File: src/rtl/idec_pkg.sv
// idec_pkg: shared definitions for the RV32I decode stage.
//   XLEN           datapath width (only 32 supported)
//   OP_*           base opcode values, inst[6:0]
//   opclass_e      4-bit operation class handed to execute
//   imm_fmt_e      immediate format selected by field decode
package idec_pkg;

  localparam int XLEN = 32;

  localparam logic [6:0] OP_OP     = 7'b0110011;
  localparam logic [6:0] OP_IMM    = 7'b0010011;
  localparam logic [6:0] OP_LOAD   = 7'b0000011;
  localparam logic [6:0] OP_STORE  = 7'b0100011;
  localparam logic [6:0] OP_BRANCH = 7'b1100011;
  localparam logic [6:0] OP_JAL    = 7'b1101111;
  localparam logic [6:0] OP_JALR   = 7'b1100111;
  localparam logic [6:0] OP_LUI    = 7'b0110111;
  localparam logic [6:0] OP_AUIPC  = 7'b0010111;
  localparam logic [6:0] OP_FENCE  = 7'b0001111;
  localparam logic [6:0] OP_SYSTEM = 7'b1110011;

  typedef enum logic [3:0] {
    OPC_ALU_R   = 4'd0,
    OPC_ALU_I   = 4'd1,
    OPC_LOAD    = 4'd2,
    OPC_STORE   = 4'd3,
    OPC_BRANCH  = 4'd4,
    OPC_JAL     = 4'd5,
    OPC_JALR    = 4'd6,
    OPC_LUI     = 4'd7,
    OPC_AUIPC   = 4'd8,
    OPC_FENCE   = 4'd9,
    OPC_SYSTEM  = 4'd10,
    OPC_MULDIV  = 4'd11,
    OPC_ILLEGAL = 4'd15
  } opclass_e;

  typedef enum logic [2:0] {
    IMM_NONE = 3'd0,
    IMM_I    = 3'd1,
    IMM_S    = 3'd2,
    IMM_B    = 3'd3,
    IMM_U    = 3'd4,
    IMM_J    = 3'd5
  } imm_fmt_e;

endpackage

File: src/rtl/idec_if.sv
// idec_if: upstream/downstream handshake and decoded payload of the decode stage.
//   master : the surrounding pipeline (drives valid_i/pc_i/inst_i/flush_i/ready_i)
//   slave  : idec (drives ready_o and all *_ro outputs)
interface idec_if;
  import idec_pkg::*;

  logic             valid_i;
  logic             ready_o;
  logic [XLEN-1:0]  pc_i;
  logic [XLEN-1:0]  inst_i;
  logic             flush_i;
  logic             valid_ro;
  logic             ready_i;
  logic [XLEN-1:0]  pc_ro;
  logic [XLEN-1:0]  inst_ro;
  logic [4:0]       rd_ro;
  logic [4:0]       rs1_ro;
  logic [4:0]       rs2_ro;
  logic             rs1_used_ro;
  logic             rs2_used_ro;
  logic [2:0]       funct3_ro;
  logic             alt_ro;
  logic [3:0]       opclass_ro;
  logic [XLEN-1:0]  imm_ro;
  logic             illegal_ro;

  modport master (
    output valid_i, pc_i, inst_i, flush_i, ready_i,
    input  ready_o, valid_ro, pc_ro, inst_ro, rd_ro, rs1_ro, rs2_ro,
           rs1_used_ro, rs2_used_ro, funct3_ro, alt_ro, opclass_ro, imm_ro, illegal_ro
  );

  modport slave (
    input  valid_i, pc_i, inst_i, flush_i, ready_i,
    output ready_o, valid_ro, pc_ro, inst_ro, rd_ro, rs1_ro, rs2_ro,
           rs1_used_ro, rs2_used_ro, funct3_ro, alt_ro, opclass_ro, imm_ro, illegal_ro
  );

endinterface

File: src/rtl/idec_immgen.sv
// idec_immgen: combinational RV32I immediate generator.
//   inst  in  inst[31:7] (opcode bits never contribute to an immediate)
//   fmt   in  immediate format
//   imm   out sign-extended immediate, 0 for IMM_NONE
module idec_immgen
  import idec_pkg::*;
(
  input  logic [31:7] inst,
  input  imm_fmt_e    fmt,
  output logic [31:0] imm
);

  always_comb begin
    imm = '0;
    case (fmt)
      IMM_I:   imm = {{20{inst[31]}}, inst[31:20]};
      IMM_S:   imm = {{20{inst[31]}}, inst[31:25], inst[11:7]};
      IMM_B:   imm = {{19{inst[31]}}, inst[31], inst[7], inst[30:25], inst[11:8], 1'b0};
      IMM_U:   imm = {inst[31:12], 12'b0};
      IMM_J:   imm = {{11{inst[31]}}, inst[31], inst[19:12], inst[20], inst[30:21], 1'b0};
      default: imm = '0;
    endcase
  end

endmodule

File: src/rtl/idec.sv
// idec: RV32I decode stage with a valid/ready pipeline register.
//   clk, rst_n   clock and asynchronous active-low reset
//   bus          idec_if.slave: {valid_i, pc_i, inst_i} in, ready_o back,
//                flush_i redirect kill, decoded fields *_ro out, ready_i from execute
// Optional macro IDEC_RV32M_EN: decode funct7=0000001 on OP as OPC_MULDIV
// (illegal when undefined).
module idec
  import idec_pkg::*;
#(
  parameter int XLEN = idec_pkg::XLEN
) (
  input  logic  clk,
  input  logic  rst_n,
  idec_if.slave bus
);

  logic [6:0] opcode;
  logic [2:0] funct3;
  logic [6:0] funct7;

  opclass_e    opc_d;
  imm_fmt_e    fmt_d;
  logic        rd_wr, rs1_use, rs2_use, alt_d, ill_d;
  logic [31:0] imm_d;

  assign opcode = bus.inst_i[6:0];
  assign funct3 = bus.inst_i[14:12];
  assign funct7 = bus.inst_i[31:25];

  always_comb begin
    opc_d   = OPC_ILLEGAL;
    fmt_d   = IMM_NONE;
    rd_wr   = 1'b0;
    rs1_use = 1'b0;
    rs2_use = 1'b0;
    alt_d   = 1'b0;
    ill_d   = 1'b0;
    case (opcode)
      OP_OP: begin
        opc_d   = OPC_ALU_R;
        rd_wr   = 1'b1;
        rs1_use = 1'b1;
        rs2_use = 1'b1;
        alt_d   = bus.inst_i[30];
        if (funct7 == 7'b0100000) begin
          ill_d = !(funct3 == 3'b000 || funct3 == 3'b101);
        end else if (funct7 == 7'b0000001) begin
`ifdef IDEC_RV32M_EN
          opc_d = OPC_MULDIV;
`else
          ill_d = 1'b1;
`endif
        end else if (funct7 != 7'b0000000) begin
          ill_d = 1'b1;
        end
      end
      OP_IMM: begin
        opc_d   = OPC_ALU_I;
        fmt_d   = IMM_I;
        rd_wr   = 1'b1;
        rs1_use = 1'b1;
        if (funct3 == 3'b001) ill_d = (funct7 != 7'b0000000);
        if (funct3 == 3'b101) begin
          ill_d = (funct7 != 7'b0000000) && (funct7 != 7'b0100000);
          alt_d = bus.inst_i[30];
        end
      end
      OP_LOAD: begin
        opc_d   = OPC_LOAD;
        fmt_d   = IMM_I;
        rd_wr   = 1'b1;
        rs1_use = 1'b1;
        ill_d   = (funct3 == 3'b011) || (funct3[2:1] == 2'b11);
      end
      OP_STORE: begin
        opc_d   = OPC_STORE;
        fmt_d   = IMM_S;
        rs1_use = 1'b1;
        rs2_use = 1'b1;
        ill_d   = (funct3 > 3'b010);
      end
      OP_BRANCH: begin
        opc_d   = OPC_BRANCH;
        fmt_d   = IMM_B;
        rs1_use = 1'b1;
        rs2_use = 1'b1;
        ill_d   = (funct3[2:1] == 2'b01);
      end
      OP_JAL: begin
        opc_d = OPC_JAL;
        fmt_d = IMM_J;
        rd_wr = 1'b1;
      end
      OP_JALR: begin
        opc_d   = OPC_JALR;
        fmt_d   = IMM_I;
        rd_wr   = 1'b1;
        rs1_use = 1'b1;
        ill_d   = (funct3 != 3'b000);
      end
      OP_LUI: begin
        opc_d = OPC_LUI;
        fmt_d = IMM_U;
        rd_wr = 1'b1;
      end
      OP_AUIPC: begin
        opc_d = OPC_AUIPC;
        fmt_d = IMM_U;
        rd_wr = 1'b1;
      end
      OP_FENCE: begin
        opc_d = OPC_FENCE;
        fmt_d = IMM_I;
      end
      OP_SYSTEM: begin
        // ECALL/EBREAK (funct3=000) write nothing; CSR ops write rd and
        // read rs1 only in their register forms (funct3[2]=0).
        opc_d   = OPC_SYSTEM;
        fmt_d   = IMM_I;
        rd_wr   = (funct3 != 3'b000);
        rs1_use = (funct3 != 3'b000) && !funct3[2];
      end
      default: ill_d = 1'b1;
    endcase
    if (ill_d) begin
      opc_d   = OPC_ILLEGAL;
      fmt_d   = IMM_NONE;
      rd_wr   = 1'b0;
      rs1_use = 1'b0;
      rs2_use = 1'b0;
      alt_d   = 1'b0;
    end
  end

  idec_immgen u_immgen (
    .inst (bus.inst_i[31:7]),
    .fmt  (fmt_d),
    .imm  (imm_d)
  );

  logic            valid_q, rs1u_q, rs2u_q, alt_q, ill_q;
  logic [XLEN-1:0] pc_q, inst_q, imm_q;
  logic [4:0]      rd_q, rs1_q, rs2_q;
  logic [2:0]      f3_q;
  opclass_e        opc_q;
  logic            cke;

  assign cke = !valid_q || bus.ready_i;

  always_ff @(posedge clk or negedge rst_n) begin
    if (!rst_n) begin
      valid_q <= 1'b0;
      pc_q    <= '0;
      inst_q  <= '0;
      rd_q    <= '0;
      rs1_q   <= '0;
      rs2_q   <= '0;
      rs1u_q  <= 1'b0;
      rs2u_q  <= 1'b0;
      f3_q    <= '0;
      alt_q   <= 1'b0;
      opc_q   <= OPC_ILLEGAL;
      imm_q   <= '0;
      ill_q   <= 1'b0;
    end else begin
      // Flush drops valid even while stalled; payload is left as-is.
      if (bus.flush_i)  valid_q <= 1'b0;
      else if (cke)     valid_q <= bus.valid_i;
      if (cke && !bus.flush_i) begin
        pc_q   <= bus.pc_i;
        inst_q <= bus.inst_i;
        rd_q   <= rd_wr   ? bus.inst_i[11:7]  : 5'd0;
        rs1_q  <= rs1_use ? bus.inst_i[19:15] : 5'd0;
        rs2_q  <= rs2_use ? bus.inst_i[24:20] : 5'd0;
        rs1u_q <= rs1_use;
        rs2u_q <= rs2_use;
        f3_q   <= funct3;
        alt_q  <= alt_d;
        opc_q  <= opc_d;
        imm_q  <= imm_d;
        ill_q  <= ill_d;
      end
    end
  end

  assign bus.ready_o     = cke;
  assign bus.valid_ro    = valid_q;
  assign bus.pc_ro       = pc_q;
  assign bus.inst_ro     = inst_q;
  assign bus.rd_ro       = rd_q;
  assign bus.rs1_ro      = rs1_q;
  assign bus.rs2_ro      = rs2_q;
  assign bus.rs1_used_ro = rs1u_q;
  assign bus.rs2_used_ro = rs2u_q;
  assign bus.funct3_ro   = f3_q;
  assign bus.alt_ro      = alt_q;
  assign bus.opclass_ro  = opc_q;
  assign bus.imm_ro      = imm_q;
  assign bus.illegal_ro  = ill_q;

endmodule

File: src/flat_wrapper.sv
// flat-port wrapper written by rule: the top's interface ports become plain ports
module idec_flat import idec_pkg::*;
#(
  parameter int XLEN = idec_pkg::XLEN
)
  (clk, rst_n, bus_valid_i, bus_pc_i, bus_inst_i, bus_flush_i, bus_ready_i, bus_ready_o, bus_valid_ro, bus_pc_ro, bus_inst_ro, bus_rd_ro, bus_rs1_ro, bus_rs2_ro, bus_rs1_used_ro, bus_rs2_used_ro, bus_funct3_ro, bus_alt_ro, bus_opclass_ro, bus_imm_ro, bus_illegal_ro);
  idec_if bus_i ();
  input  logic clk;
  input  logic rst_n;
  input wire logic [$bits(bus_i.valid_i)-1:0] bus_valid_i;
  input wire logic [$bits(bus_i.pc_i)-1:0] bus_pc_i;
  input wire logic [$bits(bus_i.inst_i)-1:0] bus_inst_i;
  input wire logic [$bits(bus_i.flush_i)-1:0] bus_flush_i;
  input wire logic [$bits(bus_i.ready_i)-1:0] bus_ready_i;
  output wire logic [$bits(bus_i.ready_o)-1:0] bus_ready_o;
  output wire logic [$bits(bus_i.valid_ro)-1:0] bus_valid_ro;
  output wire logic [$bits(bus_i.pc_ro)-1:0] bus_pc_ro;
  output wire logic [$bits(bus_i.inst_ro)-1:0] bus_inst_ro;
  output wire logic [$bits(bus_i.rd_ro)-1:0] bus_rd_ro;
  output wire logic [$bits(bus_i.rs1_ro)-1:0] bus_rs1_ro;
  output wire logic [$bits(bus_i.rs2_ro)-1:0] bus_rs2_ro;
  output wire logic [$bits(bus_i.rs1_used_ro)-1:0] bus_rs1_used_ro;
  output wire logic [$bits(bus_i.rs2_used_ro)-1:0] bus_rs2_used_ro;
  output wire logic [$bits(bus_i.funct3_ro)-1:0] bus_funct3_ro;
  output wire logic [$bits(bus_i.alt_ro)-1:0] bus_alt_ro;
  output wire logic [$bits(bus_i.opclass_ro)-1:0] bus_opclass_ro;
  output wire logic [$bits(bus_i.imm_ro)-1:0] bus_imm_ro;
  output wire logic [$bits(bus_i.illegal_ro)-1:0] bus_illegal_ro;
  assign bus_i.valid_i = bus_valid_i;
  assign bus_i.pc_i = bus_pc_i;
  assign bus_i.inst_i = bus_inst_i;
  assign bus_i.flush_i = bus_flush_i;
  assign bus_i.ready_i = bus_ready_i;
  assign bus_ready_o = bus_i.ready_o;
  assign bus_valid_ro = bus_i.valid_ro;
  assign bus_pc_ro = bus_i.pc_ro;
  assign bus_inst_ro = bus_i.inst_ro;
  assign bus_rd_ro = bus_i.rd_ro;
  assign bus_rs1_ro = bus_i.rs1_ro;
  assign bus_rs2_ro = bus_i.rs2_ro;
  assign bus_rs1_used_ro = bus_i.rs1_used_ro;
  assign bus_rs2_used_ro = bus_i.rs2_used_ro;
  assign bus_funct3_ro = bus_i.funct3_ro;
  assign bus_alt_ro = bus_i.alt_ro;
  assign bus_opclass_ro = bus_i.opclass_ro;
  assign bus_imm_ro = bus_i.imm_ro;
  assign bus_illegal_ro = bus_i.illegal_ro;
  idec #(.XLEN(XLEN)) u_core (.clk(clk), .rst_n(rst_n), .bus(bus_i));
endmodule
File: config.mk
export PLATFORM = sky130hd
export DESIGN_NAME = idec_flat
export DESIGN_NICKNAME = d
export VERILOG_FILES = /design/src/rtl/idec_pkg.sv /design/src/rtl/idec_if.sv /design/src/rtl/idec_immgen.sv /design/src/rtl/idec.sv /design/src/flat_wrapper.sv
export SDC_FILE = /design/constraint.sdc
export NUM_CORES = 1
export LEC_CHECK = 0
export CAP_MARGIN = 20
export CORE_MARGIN = 10
export CORE_UTILIZATION = 30
export DETAILED_ROUTE_END_ITERATION = 6
export SLEW_MARGIN = 20
export SYNTH_ARGS = -nofsm -noshare
export SYNTH_HDL_FRONTEND = slang
export SYNTH_SLANG_ARGS = --single-unit
File: constraint.sdc
create_clock -name clk -period 2.5 [get_ports clk]
set_input_delay 0.375 -clock clk [delete_from_list [all_inputs] [get_ports clk]]
set_output_delay 0.375 -clock clk [all_outputs]
set_load 0.01 [all_outputs]
======== Yosys cells after proc, flatten, opt, wreduce, memory -nomap -nowiden ========
Cells that the tools add are included.
cells by class
  $add $sub $neg .......................... 0
  $mul .................................... 0
  div/mod/pow operators ................... 0
  $lt $le $gt $ge ......................... 1
  equal/unequal tests ..................... 24
  shift operators ......................... 0
  muxes and demuxes ....................... 25
  bitwise operators ....................... 0
  reduce and logical (&&, ||, !) cells .... 20
operators with widths
  cell                  count
  $pmux W32 S5          1
  $pmux W4 S11          1
  $eq A7 B6 Y1 const B  4
  $eq A7 B7 Y1 const B  4
  $mux W5               3
  $pmux W3 S5           1
  $eq A7 B5 Y1 const B  2
  $mux W1               13
  $reduce_or A5 Y1      2
  $eq A3 B2 Y1 const B  3
  $eq A3 B3 Y1 const B  3
  $eq A7 B1 Y1 const B  1
  $eq A7 B2 Y1 const B  1
  $eq A7 B4 Y1 const B  1
  $ne A7 B6 Y1 const B  1
  $pmux W1 S7           1
  $reduce_bool A7 Y1    1
  $reduce_or A7 Y1      1
  $eq A3 B1 Y1 const B  2
  $pmux W1 S2           3
  $reduce_or A6 Y1      1
  $logic_not A1 Y1      4
  $mux W4               1
  $gt A3 B2 Y1 const B  1
  10 further kinds      14
word-level totals
  flip-flop bits (word level) ............. 123
  latch bits .............................. 0
  memory bits (writable) .................. 0
  bits in read-only memories .............. 0
  bits of input ports ..................... 69
  output and inout port bits .............. 124
  logic and storage cells ................. 83
  memories ................................ 0

======== Depth between registers and ports, before layout ========
  word-level depth ........................ 8
  mapped depth ............................ 10
  depth with buffers taken out ............ 6

======== Hierarchy ========
Synthesis repeated with hierarchy kept, for this count alone.
second synthesis, totals
  cells, all modules ...................... 629
  area, all modules ....................... 5352.6 um^2
by module, submodules not included
  module       times used  cells an instance  area an instance (um^2)  sequential area each (um^2)
  idec         1           563                4962.3                   3007.9
  idec_immgen  1           66                 390.4                    0.0

======== Least setup slack after synthesis ========
No wires, ideal clock.
  path kind ............................... input -> register
  from .................................... input port bus_inst_i[3]
  to ...................................... register u_core.imm_q[21] (netlist: u_core.bus.imm_ro[21])
  data arrival time ....................... 2.391 ns
  setup slack ............................. -0.012 ns
  stages .................................. 10
  path through ............................ buf_6 or2_4 or3_4 a311o_1 and4_1 clkbuf_2 or2_1 buf_6 buf_6 a22o_1
on the way
  longest elaborated chain between the ends .. 6
  elaborated cells between the ends (all ways) .. 23
  classes of those cells .................. eq/ne: 16; mux: 4; reduce/logical: 3
RTL lines
  item                                                                   RTL line            source
  from (decl)                                                            flat_wrapper.sv:12  input wire logic [$bits(bus_i.inst_i)-1:0] bus_inst_i;
  $eq A7 B7 Y1 (tied with other cells)                                   idec.sv:38          case (opcode)
  $reduce_or A5 Y1 (no source line) or $reduce_or A2 Y1 (tied branches)  n/a
  $pmux W1 S7 or $pmux W3 S5 (tied branches)                             idec.sv:38
  $mux W3 *                                                              idec.sv:125         if (ill_d) begin
  $eq A3 B3 Y1 (tied with other cells)                                   idec_immgen.sv:15   case (fmt)
  $pmux W32 S5 *                                                         idec_immgen.sv:15
  to (signal assigned)                                                   idec.sv:180         imm_q <= imm_d;
  to (decl)                                                              idec.sv:142         logic [XLEN-1:0] pc_q, inst_q, imm_q;
Every way passes the cells marked *; elsewhere a longest branch is shown, timed or not.
A chain may end at the register's enable or synchronous reset.

======== Final worst setup path ========
  from .................................... input port bus_inst_i[1]
  to ...................................... register u_core.imm_q[27] (netlist: u_core.bus.imm_ro[27])
The elaborated chain is that of the path after synthesis.

==> impl_metrics.tcl <==
set metrics [dict create \
    status "completed" \
    fmax_mhz 420 \
    synthTopCellsByCount "200 x nand2_1, 116 x dfrtp_1, 37 x a22o_1" \
    slew_violations 0 \
    yosysUniqueCellTypes 52 \
    dp.cells 990 \
    rows 48 \
    cts-root-buf "clkbuf_16" \
    insertion_delay_ns 0.42 \
    nets 854 \
    fin_crit_ns 2.38 \
    worstPathArrival_ns 2.68 \
    fin_crit_sh_pct 95.2 \
    p_per_area_mw_per_mm2 656 \
    syn_to_final_growth_pct 61.6 \
    drc 0 \
    final_core_util_pct 49.1 \
    path_max_fanout 17 \
    synth.most_common_cell "nand2_1" \
    path_cells "clkdlybuf4s50_1 > nand2_2 > or3_4 > a311o_1 > buf_4 > and4_1 > or2_1 > buf_12 > a22o_1" \
    worst_slack_ns 0.121 \
    netlist_instances 547 \
    dieArea_mm2 0.0231 \
    clk_path_buf_depth 2 \
    required_ns 2.80 \
    critPathMaxStageDelay_ns 0.55 \
    start_util_pct 30.4 \
    drt_iter0_markers 236 \
    ir_worst_vdd_v 0.000442 \
    grt_pass1_vias 5143 \
    ys_seq_elements 120 \
    viasPerCell 4.77 \
    crit_type "in -> reg" \
    gp_congestion 0.832 \
    core-area_mm2 0.0172 \
    rsz0062_at_grt "no" \
    tritoncts "built" \
    crit_buf_inv 3 \
    antenna_found_initial 1 \
    avgSynthCellArea_um2 9.54 \
    critPathTopFamily "simple AND/OR/NAND/NOR gates" \
    synth_edf_count 0 \
    finalHoldViolations 0 \
    synth_warnings 0 \
    slew_headroom_pct 53.0 \
    startpoint_type "input port" \
    io_pins 193 \
    drive_gt1_share_pct 14.4 \
    synth.top_cell.area_share_pct 55.6 \
    ys.flop_type "dfrtp_1" \
    track_usage_pct 16.3 \
    finClkSkew_ns 0.00515 \
    tightest_slew_ns 0.701 \
    wirelength_mm 19.1 \
    grt_pass1_wl_mm 30.4 \
    avgRoutedWirePerCell_um 18.6 \
    setup_viol 0 \
    cts_inserted_buffers 17 \
    synth_area_leaders "dfrtp_1 56%, nand2_1 14%, a22o_1 6.2%" \
    async_flop_share_pct 100 \
    hold-worst-slack_ns 0.473 \
    clk_pin_slew_worst_paths_ns 0.05 \
    io_buffer_count 192 \
    die_y_um 152 \
    leakagePower_uw 0.00398 \
    total_power_uw 5530 \
    endpoint_kind "flip-flop" \
    ys_seq_area_share_pct 57.6 \
    grt_max_degree 68 \
    cpMaxStageDelayCell "clkdlybuf4s50_1" \
    max-cap-violations 0 \
    drt_first_pass_iters 5 \
    cts_setup_buffers 0 \
    preCtsSetupSlack_ns -0.461 \
    syn-cell-area_mm2 0.00522 \
    grt.overflow.total 0 \
    stdcell_count 1023 \
    route.antenna.remaining_nets 0 \
    syn_nets 616 \
    hold_class "in -> reg" \
    clkSinkCount 120 \
    synth_area_leader_cell "dfrtp_1" \
    fp.dieW_um 152 \
    vias 4880 \
    dp_hpwl_mm 14.2 \
    h-tree-depth 4 \
]
cell type report:
cell class / instances / area, um2
well taps: 225 / 282
inverters: 7 / 26.3
flip-flops and latches: 120 / 3010
clock buffers: 18 / 439
repair buffers: 261 / 2500
clock inverters: 13 / 148
fillers: 1613 / 8740
multi-input cells: 378 / 2020
diodes: 1 / 2.50
worst paths after layout:
kind                                       from                     end  slack (ns)  cells past startpoint
setup / recovery                  bus_inst_i[1]   u_core.bus.imm_ro[27]        0.12                      9
hold / removal                   bus_inst_i[14]       u_core.bus.alt_ro        0.47                      3
setup reg to reg            u_core.bus.valid_ro   u_core.bus.imm_ro[27]        0.62                      8
hold reg to reg            u_core.bus.pc_ro[25]    u_core.bus.pc_ro[25]        0.47                      2
max in group asynchronous                 rst_n     u_core.bus.pc_ro[4]        1.28                      3
min in group asynchronous                 rst_n  u_core.bus.inst_ro[15]        0.51                      2
through the flow:
stage                     TNS [ns]  instance area (um2)
after floorplan                  0                 5220
after global placement      -13.31                 7820
after detailed placement    -14.66                 7820
after CTS                        0                 8430
after global routing             0                 8430
final                            0                 8430
placed cells by master (no fill, tap or decap), types with 7 or more instances in the layout:
master,count
a21o_1,13
a21oi_1,13
a221o_1,9
a22o_1,37
buf_4,64
clkbuf_16,17
clkdlybuf4s50_1,190
dfrtp_1,116
inv_1,7
nand2_1,199
nor2_1,16
nor3_1,7
o21ai_0,17
worst reg2reg max path: cells and delay by family, from the launching register on:
| kind | cells | cell delay, ns |
|---|---|---|
| buf+inv | 3 | 0.54 |
| flops | 1 | 0.35 |
| simple gates | 4 | 0.68 |
| compound gates | 1 | 0.19 |
per-layer routing:
layer	vias to the layer above	global-route usage [%]	share of wire, %
li1	2335	-	-
met1	2342	20.4	44
met2	186	24.7	45
met3	17	7.28	9.7
met4	0	4.81	1.0
met5	-	0	0
power by group:
| group | internal (uW) | switching, uW | total (uW) |
|---|---|---|---|
| Sequential | 2080 | 75.1 | 2150 |
| Clock | 1500 | 952 | 2450 |
| Combinational | 484 | 443 | 927 |
| Total | 4060 | 1470 | 5530 |
flip-flops by register name (all words and copies together) (netlist names):
register                flops
u_core.bus.imm_ro          32
u_core.bus.pc_ro           32
u_core.bus.inst_ro         30
u_core.bus.rd_ro            5
u_core.bus.rs1_ro           5
u_core.bus.rs2_ro           5
u_core.bus.opclass_ro       4
u_core.bus.funct3_ro        2
u_core.bus.alt_ro           1
u_core.bus.illegal_ro       1
u_core.bus.rs1_used_ro      1
u_core.bus.rs2_used_ro      1
u_core.bus.valid_ro         1
kinds of logic (layout without fill, tap and decap cells):
| group | after synthesis | after routing | share of synthesized area [%] |
|---|---|---|---|
| mux | 1 | 1 | 0.192 |
| other cells | 0 | 1 | 0 |
| simple gates | 261 | 261 | 21.0 |
| compound gates | 113 | 113 | 16.4 |
| xor+xnor | 3 | 3 | 0.504 |
| buf+inv | 49 | 299 | 4.20 |
| flops | 120 | 120 | 57.6 |
repair_timing:
item	in CTS	in global routing
resized for setup	2	2
hold buffers	1	0
hold endpoints to repair	37	0
setup endpoints to repair	9	17
pin swaps	0	1
(Power assumes the default switching activity.)
